==> src/rtl/uart_frame_sched.sv <==
// rtl/uart_frame_sched.sv - round-robin packet scheduler framing measurement/status words for a byte UART
// Holds one pending word per source and streams header+type+payload+checksum through the busy handshake.
module uart_frame_sched #(
    parameter logic [7:0]  HDR0      = 8'hAA,
    parameter logic [7:0]  HDR1      = 8'h55,
    parameter logic [7:0]  TYPE_SUM  = 8'h01,
    parameter logic [7:0]  TYPE_STAT = 8'h02,
    parameter int unsigned BUSY_TO   = 4
) (
    input  logic        clk_40M,
    input  logic        rst_n,
    input  logic [31:0] sum_in,
    input  logic        sum_valid,
    input  logic [15:0] stat_in,
    input  logic        stat_valid,
    input  logic        busy,
    input  logic        clr_ovr,
    output logic [7:0]  txd_out,
    output logic        uart_en,
    output logic        pkt_active,
    output logic        overrun_sum,
    output logic        overrun_stat
);

    typedef enum logic [1:0] {S_IDLE, S_SEND, S_WAIT_HI, S_WAIT_LO} state_t;

    localparam logic [3:0] TO_LAST = 4'(BUSY_TO - 1);

    state_t      state_q;
    logic [2:0]  idx_q;
    logic [3:0]  cnt_q;
    logic [31:0] frame_q;
    logic        is_stat_q;
    logic [7:0]  txd_q;
    logic        en_q;
    logic        act_q;
    logic        last_stat_q;

    logic [31:0] sum_hold_q, sum_hold_d;
    logic        sum_pend_q, sum_pend_d;
    logic [15:0] stat_hold_q, stat_hold_d;
    logic        stat_pend_q, stat_pend_d;
    logic        ovr_sum_q, ovr_sum_d;
    logic        ovr_stat_q, ovr_stat_d;

    logic        grant_sum;
    logic        grant_stat;
    logic [2:0]  last_idx;

    function automatic logic [7:0] frame_byte(input logic stat, input logic [31:0] f,
                                              input logic [2:0] i);
        logic [7:0] chk;
        logic [7:0] b;
        chk = stat ? (TYPE_STAT + f[15:8] + f[7:0])
                   : (TYPE_SUM + f[31:24] + f[23:16] + f[15:8] + f[7:0]);
        b = HDR0;
        case (i)
            3'd0: b = HDR0;
            3'd1: b = HDR1;
            3'd2: b = stat ? TYPE_STAT : TYPE_SUM;
            3'd3: b = stat ? f[15:8] : f[31:24];
            3'd4: b = stat ? f[7:0]  : f[23:16];
            3'd5: b = stat ? chk     : f[15:8];
            3'd6: b = f[7:0];
            3'd7: b = chk;
            default: b = HDR0;
        endcase
        return b;
    endfunction

    // Tie goes to the source that was not served last.
    assign grant_sum  = (state_q == S_IDLE) && sum_pend_q && (!stat_pend_q || last_stat_q);
    assign grant_stat = (state_q == S_IDLE) && stat_pend_q && !grant_sum;
    assign last_idx   = is_stat_q ? 3'd5 : 3'd7;

    always_comb begin
        sum_hold_d  = sum_hold_q;
        sum_pend_d  = sum_pend_q && !grant_sum;
        stat_hold_d = stat_hold_q;
        stat_pend_d = stat_pend_q && !grant_stat;
        // A slot freed by this cycle's grant can take the new word without overrun.
        if (sum_valid && (!sum_pend_q || grant_sum)) begin
            sum_hold_d = sum_in;
            sum_pend_d = 1'b1;
        end
        if (stat_valid && (!stat_pend_q || grant_stat)) begin
            stat_hold_d = stat_in;
            stat_pend_d = 1'b1;
        end
        ovr_sum_d  = (ovr_sum_q && !clr_ovr) || (sum_valid && sum_pend_q && !grant_sum);
        ovr_stat_d = (ovr_stat_q && !clr_ovr) || (stat_valid && stat_pend_q && !grant_stat);
    end

    always_ff @(posedge clk_40M or negedge rst_n) begin
        if (!rst_n) begin
            sum_hold_q  <= '0;
            sum_pend_q  <= 1'b0;
            stat_hold_q <= '0;
            stat_pend_q <= 1'b0;
            ovr_sum_q   <= 1'b0;
            ovr_stat_q  <= 1'b0;
        end else begin
            sum_hold_q  <= sum_hold_d;
            sum_pend_q  <= sum_pend_d;
            stat_hold_q <= stat_hold_d;
            stat_pend_q <= stat_pend_d;
            ovr_sum_q   <= ovr_sum_d;
            ovr_stat_q  <= ovr_stat_d;
        end
    end

    always_ff @(posedge clk_40M or negedge rst_n) begin
        if (!rst_n) begin
            state_q     <= S_IDLE;
            idx_q       <= '0;
            cnt_q       <= '0;
            frame_q     <= '0;
            is_stat_q   <= 1'b0;
            txd_q       <= '0;
            en_q        <= 1'b0;
            act_q       <= 1'b0;
            last_stat_q <= 1'b1;
        end else begin
            case (state_q)
                S_IDLE: begin
                    en_q <= 1'b0;
                    if (grant_sum || grant_stat) begin
                        frame_q     <= grant_sum ? sum_hold_q : {16'h0000, stat_hold_q};
                        is_stat_q   <= grant_stat;
                        last_stat_q <= grant_stat;
                        idx_q       <= '0;
                        txd_q       <= HDR0;
                        en_q        <= 1'b1;
                        act_q       <= 1'b1;
                        state_q     <= S_SEND;
                    end
                end
                S_SEND: begin
                    en_q    <= 1'b0;
                    cnt_q   <= '0;
                    state_q <= S_WAIT_HI;
                end
                S_WAIT_HI: begin
                    if (busy || cnt_q == TO_LAST) begin
                        state_q <= S_WAIT_LO;
                    end else begin
                        cnt_q <= cnt_q + 4'd1;
                    end
                end
                S_WAIT_LO: begin
                    if (!busy) begin
                        if (idx_q == last_idx) begin
                            act_q   <= 1'b0;
                            state_q <= S_IDLE;
                        end else begin
                            idx_q   <= idx_q + 3'd1;
                            txd_q   <= frame_byte(is_stat_q, frame_q, idx_q + 3'd1);
                            en_q    <= 1'b1;
                            state_q <= S_SEND;
                        end
                    end
                end
                default: state_q <= S_IDLE;
            endcase
        end
    end

    assign txd_out      = txd_q;
    assign uart_en      = en_q;
    assign pkt_active   = act_q;
    assign overrun_sum  = ovr_sum_q;
    assign overrun_stat = ovr_stat_q;

endmodule
==> config.mk <==
export PLATFORM = sky130hd
export DESIGN_NAME = uart_frame_sched
export DESIGN_NICKNAME = d
export VERILOG_FILES = /design/src/rtl/uart_frame_sched.sv
export SDC_FILE = /design/constraint.sdc
export NUM_CORES = 1
export LEC_CHECK = 0
export ABC_CLOCK_PERIOD_IN_PS = 8600
export CELL_PAD_IN_SITES_DETAIL_PLACEMENT = 0
export CELL_PAD_IN_SITES_GLOBAL_PLACEMENT = 1
export CORE_MARGIN = 3
export CORE_UTILIZATION = 48
export CTS_CLUSTER_DIAMETER = 150
export DETAILED_ROUTE_END_ITERATION = 6
export HOLD_SLACK_MARGIN = 0.1
export PLACE_DENSITY = 0.82
export SLEW_MARGIN = 10
export SYNTH_ARGS = -nofsm -noshare
export SYNTH_HDL_FRONTEND = slang
export SYNTH_SLANG_ARGS = --single-unit
==> constraint.sdc <==
create_clock -name clk_40M -period 8.6 [get_ports clk_40M]
set_clock_uncertainty 0.1 [all_clocks]
set_input_delay 0.86 -clock clk_40M [delete_from_list [all_inputs] [get_ports clk_40M]]
set_output_delay 0.86 -clock clk_40M [all_outputs]
set_load 0.005 [all_outputs]
# After elaboration in Yosys (flattened, before gate mapping)

Index checks and enable logic that the tools add are counted.

Output and inout bits: 12
Bits of input ports: 54
Flip-flop bits (word level): 105

Muxes and demuxes: 33
Reduce and logical (&&, ||, !) cells: 37
Equal/unequal tests: 18
$add $sub $neg: 8

Operators by type and width:

| kind                | number |
|---|---|
| $pmux 8 s8          | 1 |
| $mux 8              | 7 |
| $add 8x8->8         | 4 |
| $mux 32             | 1 |
| $pmux 8 s2          | 1 |
| $logic_and 1x1->1   | 14 |
| $eq 3x3->1 const B  | 4 |
| $mux 2              | 5 |
| $ne 2x2->1 const B  | 5 |
| $mux 1              | 9 |
| $mux 3              | 3 |
| $add 1x8->8 const A | 1 |
| $add 2x8->8 const A | 1 |
| $pmux 2 s4          | 1 |
| $pmux 4 s2          | 1 |
| $reduce_and 4->1    | 2 |
| $logic_or 1x1->1    | 7 |
| $eq 3x2->1 const B  | 2 |
| $pmux 3 s2          | 1 |
| $reduce_and 3->1    | 2 |
| $logic_not 1->1     | 5 |
| $add 4x1->4 const B | 1 |
| $eq 2x2->1 const B  | 2 |
| $eq 4x2->1 const B  | 1 |
| 13 further kinds    | 15 |

# Longest topological paths before layout

Depth in word-level cells: 10
Depth in mapped cells: 13

# Worst setup path after synthesis

Ideal clock, no wire load.

Path kind: register to register
Start point: register frame_q[1]
End point: register txd_q[7] (netlist: txd_out[7])
Path slack: 5,367 ps
Setup time: 119 ps
Cell stages (with the launch flop): 14
Arrival time: 3,015 ps
Cells stage by stage: dfrtp_1 -> inv_1 -> fa_1 -> fa_1 -> inv_1 -> ha_1 -> inv_1 -> fa_1 -> nand2b_1 -> a21oi_1 -> a31oi_1 -> xnor2_1 -> a211o_1 -> o21a_1

Cells in the longest elaborated chain, start to end: 7
Elaborated cells on any way between the ends: 8

Ends and longest elaborated chain:

| what                           | RTL line | text |
|---|---|---|
| start: declaration             | 32       | `logic [31:0] frame_q;` |
| start signal: assignment       | 128      | `frame_q <= grant_sum ? sum_hold_q : {16'h0000, stat_hold_q};` |
| $add 8x8->8 (on tied branches) | 55, 54   |  |
| $mux 8 (*)                     | 54       | `chk = stat ? (TYPE_STAT + f[15:8] + f[7:0])` |
| $mux 8                         | 63       | `3'd5: b = stat ? chk : f[15:8];` |
| $pmux 8 s8 (*)                 | 57       | `case (i)` |
| $mux 8 (*)                     | 152      | `if (idx_q == last_idx) begin` |
| $mux 8 (*)                     | 151      | `if (!busy) begin` |
| $pmux 8 s2 (*)                 | 124      | `case (state_q)` |
| end signal: assignment         | 157      | `txd_q <= frame_byte(is_stat_q, frame_q, idx_q + 3'd1);` |
| end: declaration               | 34       | `logic [7:0] txd_q;` |

Every way passes the cells marked *; elsewhere a longest branch is shown, timed or not. The select of a mux whose other input is x is not followed.
A chain may end at the register's enable or synchronous reset.

# Worst setup path in the final report

Ends and elaborated chain as after synthesis.

==> results by group <==
Run status
  • Outcome: finished, final reports clean

Global route
  • First-pass GRT wire length: around 22000 um
  • Overflow after GRT: 0
  • Global routing usage on met3: 6.27%
  • All-Layer GR Usage: a little over a fifth
  • Met1 Use GR: between 20% and 30%
  • GR Layer Usage met2: ~33%
  • Initial antenna violation count: 0
  • Largest net degree at the start of global routing: 65
  • Gr busiest metal: met2
  • Vias in the first global route: about 4500

Clocking
  • CTS Buffer Depth: 2
  • H-tree levels: 3
  • Worst-path clk slew: 0.07 ns
  • Worst-Skew Late Latency: about 0.35 ns
  • Cts hold-fix bufs: 0
  • CTS Buf Count: 9
  • CTS root buf: clkbuf_16
  • Setup Fix Bufs, Post-CTS: 0
  • TritonCTS clock tree: yes
  • Post-CTS sizing: 0
  • CTS Sinks: between 100 and 150

Finish
  • Share of cells above drive strength 1: 12.8%
  • Most frequent cells in the layout: dfrtp_1 (104), clkdlybuf4s50_1 (64), inv_1 (55)
  • Final net count: ~700
  • Synth-to-Final Area Change: 19.1%
  • Multi-input gate area: slightly below 0.003 mm^2
  • Layout fillers: about 970
  • Inserted Diodes: 0
  • Register area: around 0.0026 mm^2
  • Commonest non-fill, non-tap cell in the layout: dfrtp_1
  • Final instance area: between 0.006 and 0.007 mm^2

Yosys
  • Post-synth EDFFs: 0
  • Mapped Area: around 0.0058 mm^2
  • Synth area leader: dfrtp_1
  • Area share of the largest cell type after synthesis: 44.9%
  • Synth Area per Inst: about 11 um^2
  • Count of cell types in the netlist: ~50
  • Yosys reg bits: 105
  • Seq/Total Area, Yosys: a little under half
  • Ys Warns: 0
  • Async SR Flop Fraction: 100%
  • Synth top area cells: dfrtp_1 (45%), mux2_2 (9.7%), ha_1 (6.5%), fa_1 (5.2%), inv_1 (3.6%)
  • Mapped Nets: between 600 and 700
  • Post-synth top flop: dfrtp_1
  • Syn Inst Count: 539

Placed design
  • Port Buffers: 65
  • Placed Area: roughly 0.0066 mm^2
  • HPWL Detailed: 9450 um
  • RePlAce Congestion: roughly 0.89

Worst setup path
  • CP endpoint kind: flop
  • Worst r2r src: frame_q[1]
  • CP max-delay cell: fa_1
  • Crit-path max FO: 3
  • Worst R2R End: txd_out[7]
  • CP startpoint: frame_q[1]
  • CP startpoint kind: flop
  • R2r setup slk: 5.13 ns
  • Crit-path cells: inv_1 -> fa_1 -> fa_1 -> inv_1 -> ha_1 -> inv_1 -> fa_1 -> nand2b_1 -> a21oi_1 -> a31oi_1 -> xnor2_1 -> a211o_1 -> o21a_1
  • Worst EP arrival: between 3 and 4 ns
  • R2R depth: 13
  • Setup CP Type: reg2reg
  • CP peak stage delay: 0.57 ns
  • CP endpoint: txd_out[7]
  • Crit path required time: ~9 ns

STA
  • Final slew viol count: 0
  • Relative slew slack: 43.4%
  • Post-route clock period utilization: about two fifths
  • Worst-margin pin slew: around 0.85 ns
  • Final Hold Fails: 0
  • Final setup violation count: 0
  • Fin crit period: between 3 and 4 ns
  • Fmax: around 290 MHz
  • RSZ-0062 raised after global routing: false
  • Setup Total Neg Slack: 0 ns

Job
  • Max-cap viol count: 0

Floorplan
  • Die X: 116 um
  • Die Y: approximately 120 um
  • Starting Density: about 50%
  • Die area: roughly 0.013 mm^2
  • Cell Rows: 39
  • IO Pins: 66
  • Core area: between 0.01 and 0.015 mm^2

Routing
  • First-pass DRT Iterations: 5
  • Post-Route WL: 12900 um
  • Drt drc: 0
  • Detailed-route via count: roughly 4200
  • Wire length per cell: ~17 um
  • Routed vias/inst: ~5.6
  • Iteration-0 DRC Markers: 209
  • Routed Antenna Nets: 0

Pwr
  • Max VDD drop: about 0.00022 V
  • Static Leak: between 0.003 and 0.004 uW
  • Power Density: 411 mW/mm^2
  • Tot Pwr: about 2800 uW

Hold path
  • Class of the worst hold path: in2async
where the power goes:
group / switching [uW] / internal, uW
Clock: 191 / 246
Combinational: 761 / 734
Sequential: 194 / 717
state kept, by name (all words and copies together), names as in the netlist:
signal / count
pkt_active: 1
uart_en: 1
cnt_q: 4
is_stat_q: 1
sum_pend_q: 1
txd_out: 8
last_stat_q: 1
stat_pend_q: 1
idx_q: 3
stat_hold_q: 16
state_q: 2
frame_q: 32
overrun_stat: 1
overrun_sum: 1
sum_hold_q: 32
worst min path at each step:
stage,slack (ns),cells past startpoint,from,to
6_report,0.38,1,rst_n,sum_hold_q[19]
5_1_grt,0.41,1,sum_hold_q[26],frame_q[26]
4_1_cts,0.39,1,sum_hold_q[26],frame_q[26]
3_5_place_dp,0.37,1,sum_hold_q[26],frame_q[26]
3_3_place_gp,0.37,1,sum_hold_q[27],frame_q[27]
2_1_floorplan,0.36,1,sum_pend_q,last_stat_q
final cells by class:
cell class	count	area share (%)
Multi-Input combinational cell	357	41.8
Timing Repair Buffer	70	9.92
Sequential cell	105	38.0
Inverter	55	2.99
Clock buffer	11	3.66
Clock inverter	5	0.978
Tap cell	143	2.59
through the flow:
step | util (%) | worst slack [ns] | instances | hold WS (ns)
after floorplan | - | 5.37 | 539 | 0.358
after global placement | 56.7 | 5.25 | 730 | 0.371
after detailed placement | 56.7 | 5.16 | 730 | 0.375
after CTS | 59.5 | 5.12 | 746 | 0.391
after global routing | 59.5 | 4.89 | 746 | 0.412
final | 59.5 | 5.13 | 746 | 0.377
logic make-up (layout without fill, tap and decap cells):
kind of cell    Yosys count  after routing  share of synthesized area, %
compound gates          134            134                          15.3
mux                      67             67                          12.6
flops                   105            105                          45.3
xor+xnor                 19             19                          3.00
simple gates             92             92                          7.05
fa+ha+maj                45             45                          11.6
buf+inv                  77            141                          5.07
cells in the mapped netlist (5+ instances only):
master,n
nand2b_1,6
ha_1,30
a21o_1,8
mux2i_1,17
a31oi_1,5
xnor2_1,14
dfrtp_1,104
nand3_1,8
a21oi_1,22
a22o_1,19
nand2_1,50
clkbuf_1,15
inv_1,55
a211oi_1,6
fa_1,15
mux2_2,50
o21ai_0,40
nor2_1,16
worst max-delay path: cells and delay by family (launching register included):
| kind | cells | cell delay [ns] |
|---|---|---|
| adders and majority gates | 4 | 1.54 |
| AOI/OAI and AO/OA | 4 | 0.78 |
| DFF | 1 | 0.40 |
| buffers and inverters | 3 | 0.22 |
| and+or+nand+nor | 1 | 0.17 |
| xor gates and xnor gates | 1 | 0.16 |
layer usage:
metal  vias up  part of all wire (%)
met5         -                     0
met3        13                   6.9
met4         0                   1.1
met2       109                    46
met1      2049                    45
li1       1997                     -
(Power assumes the default switching activity.)
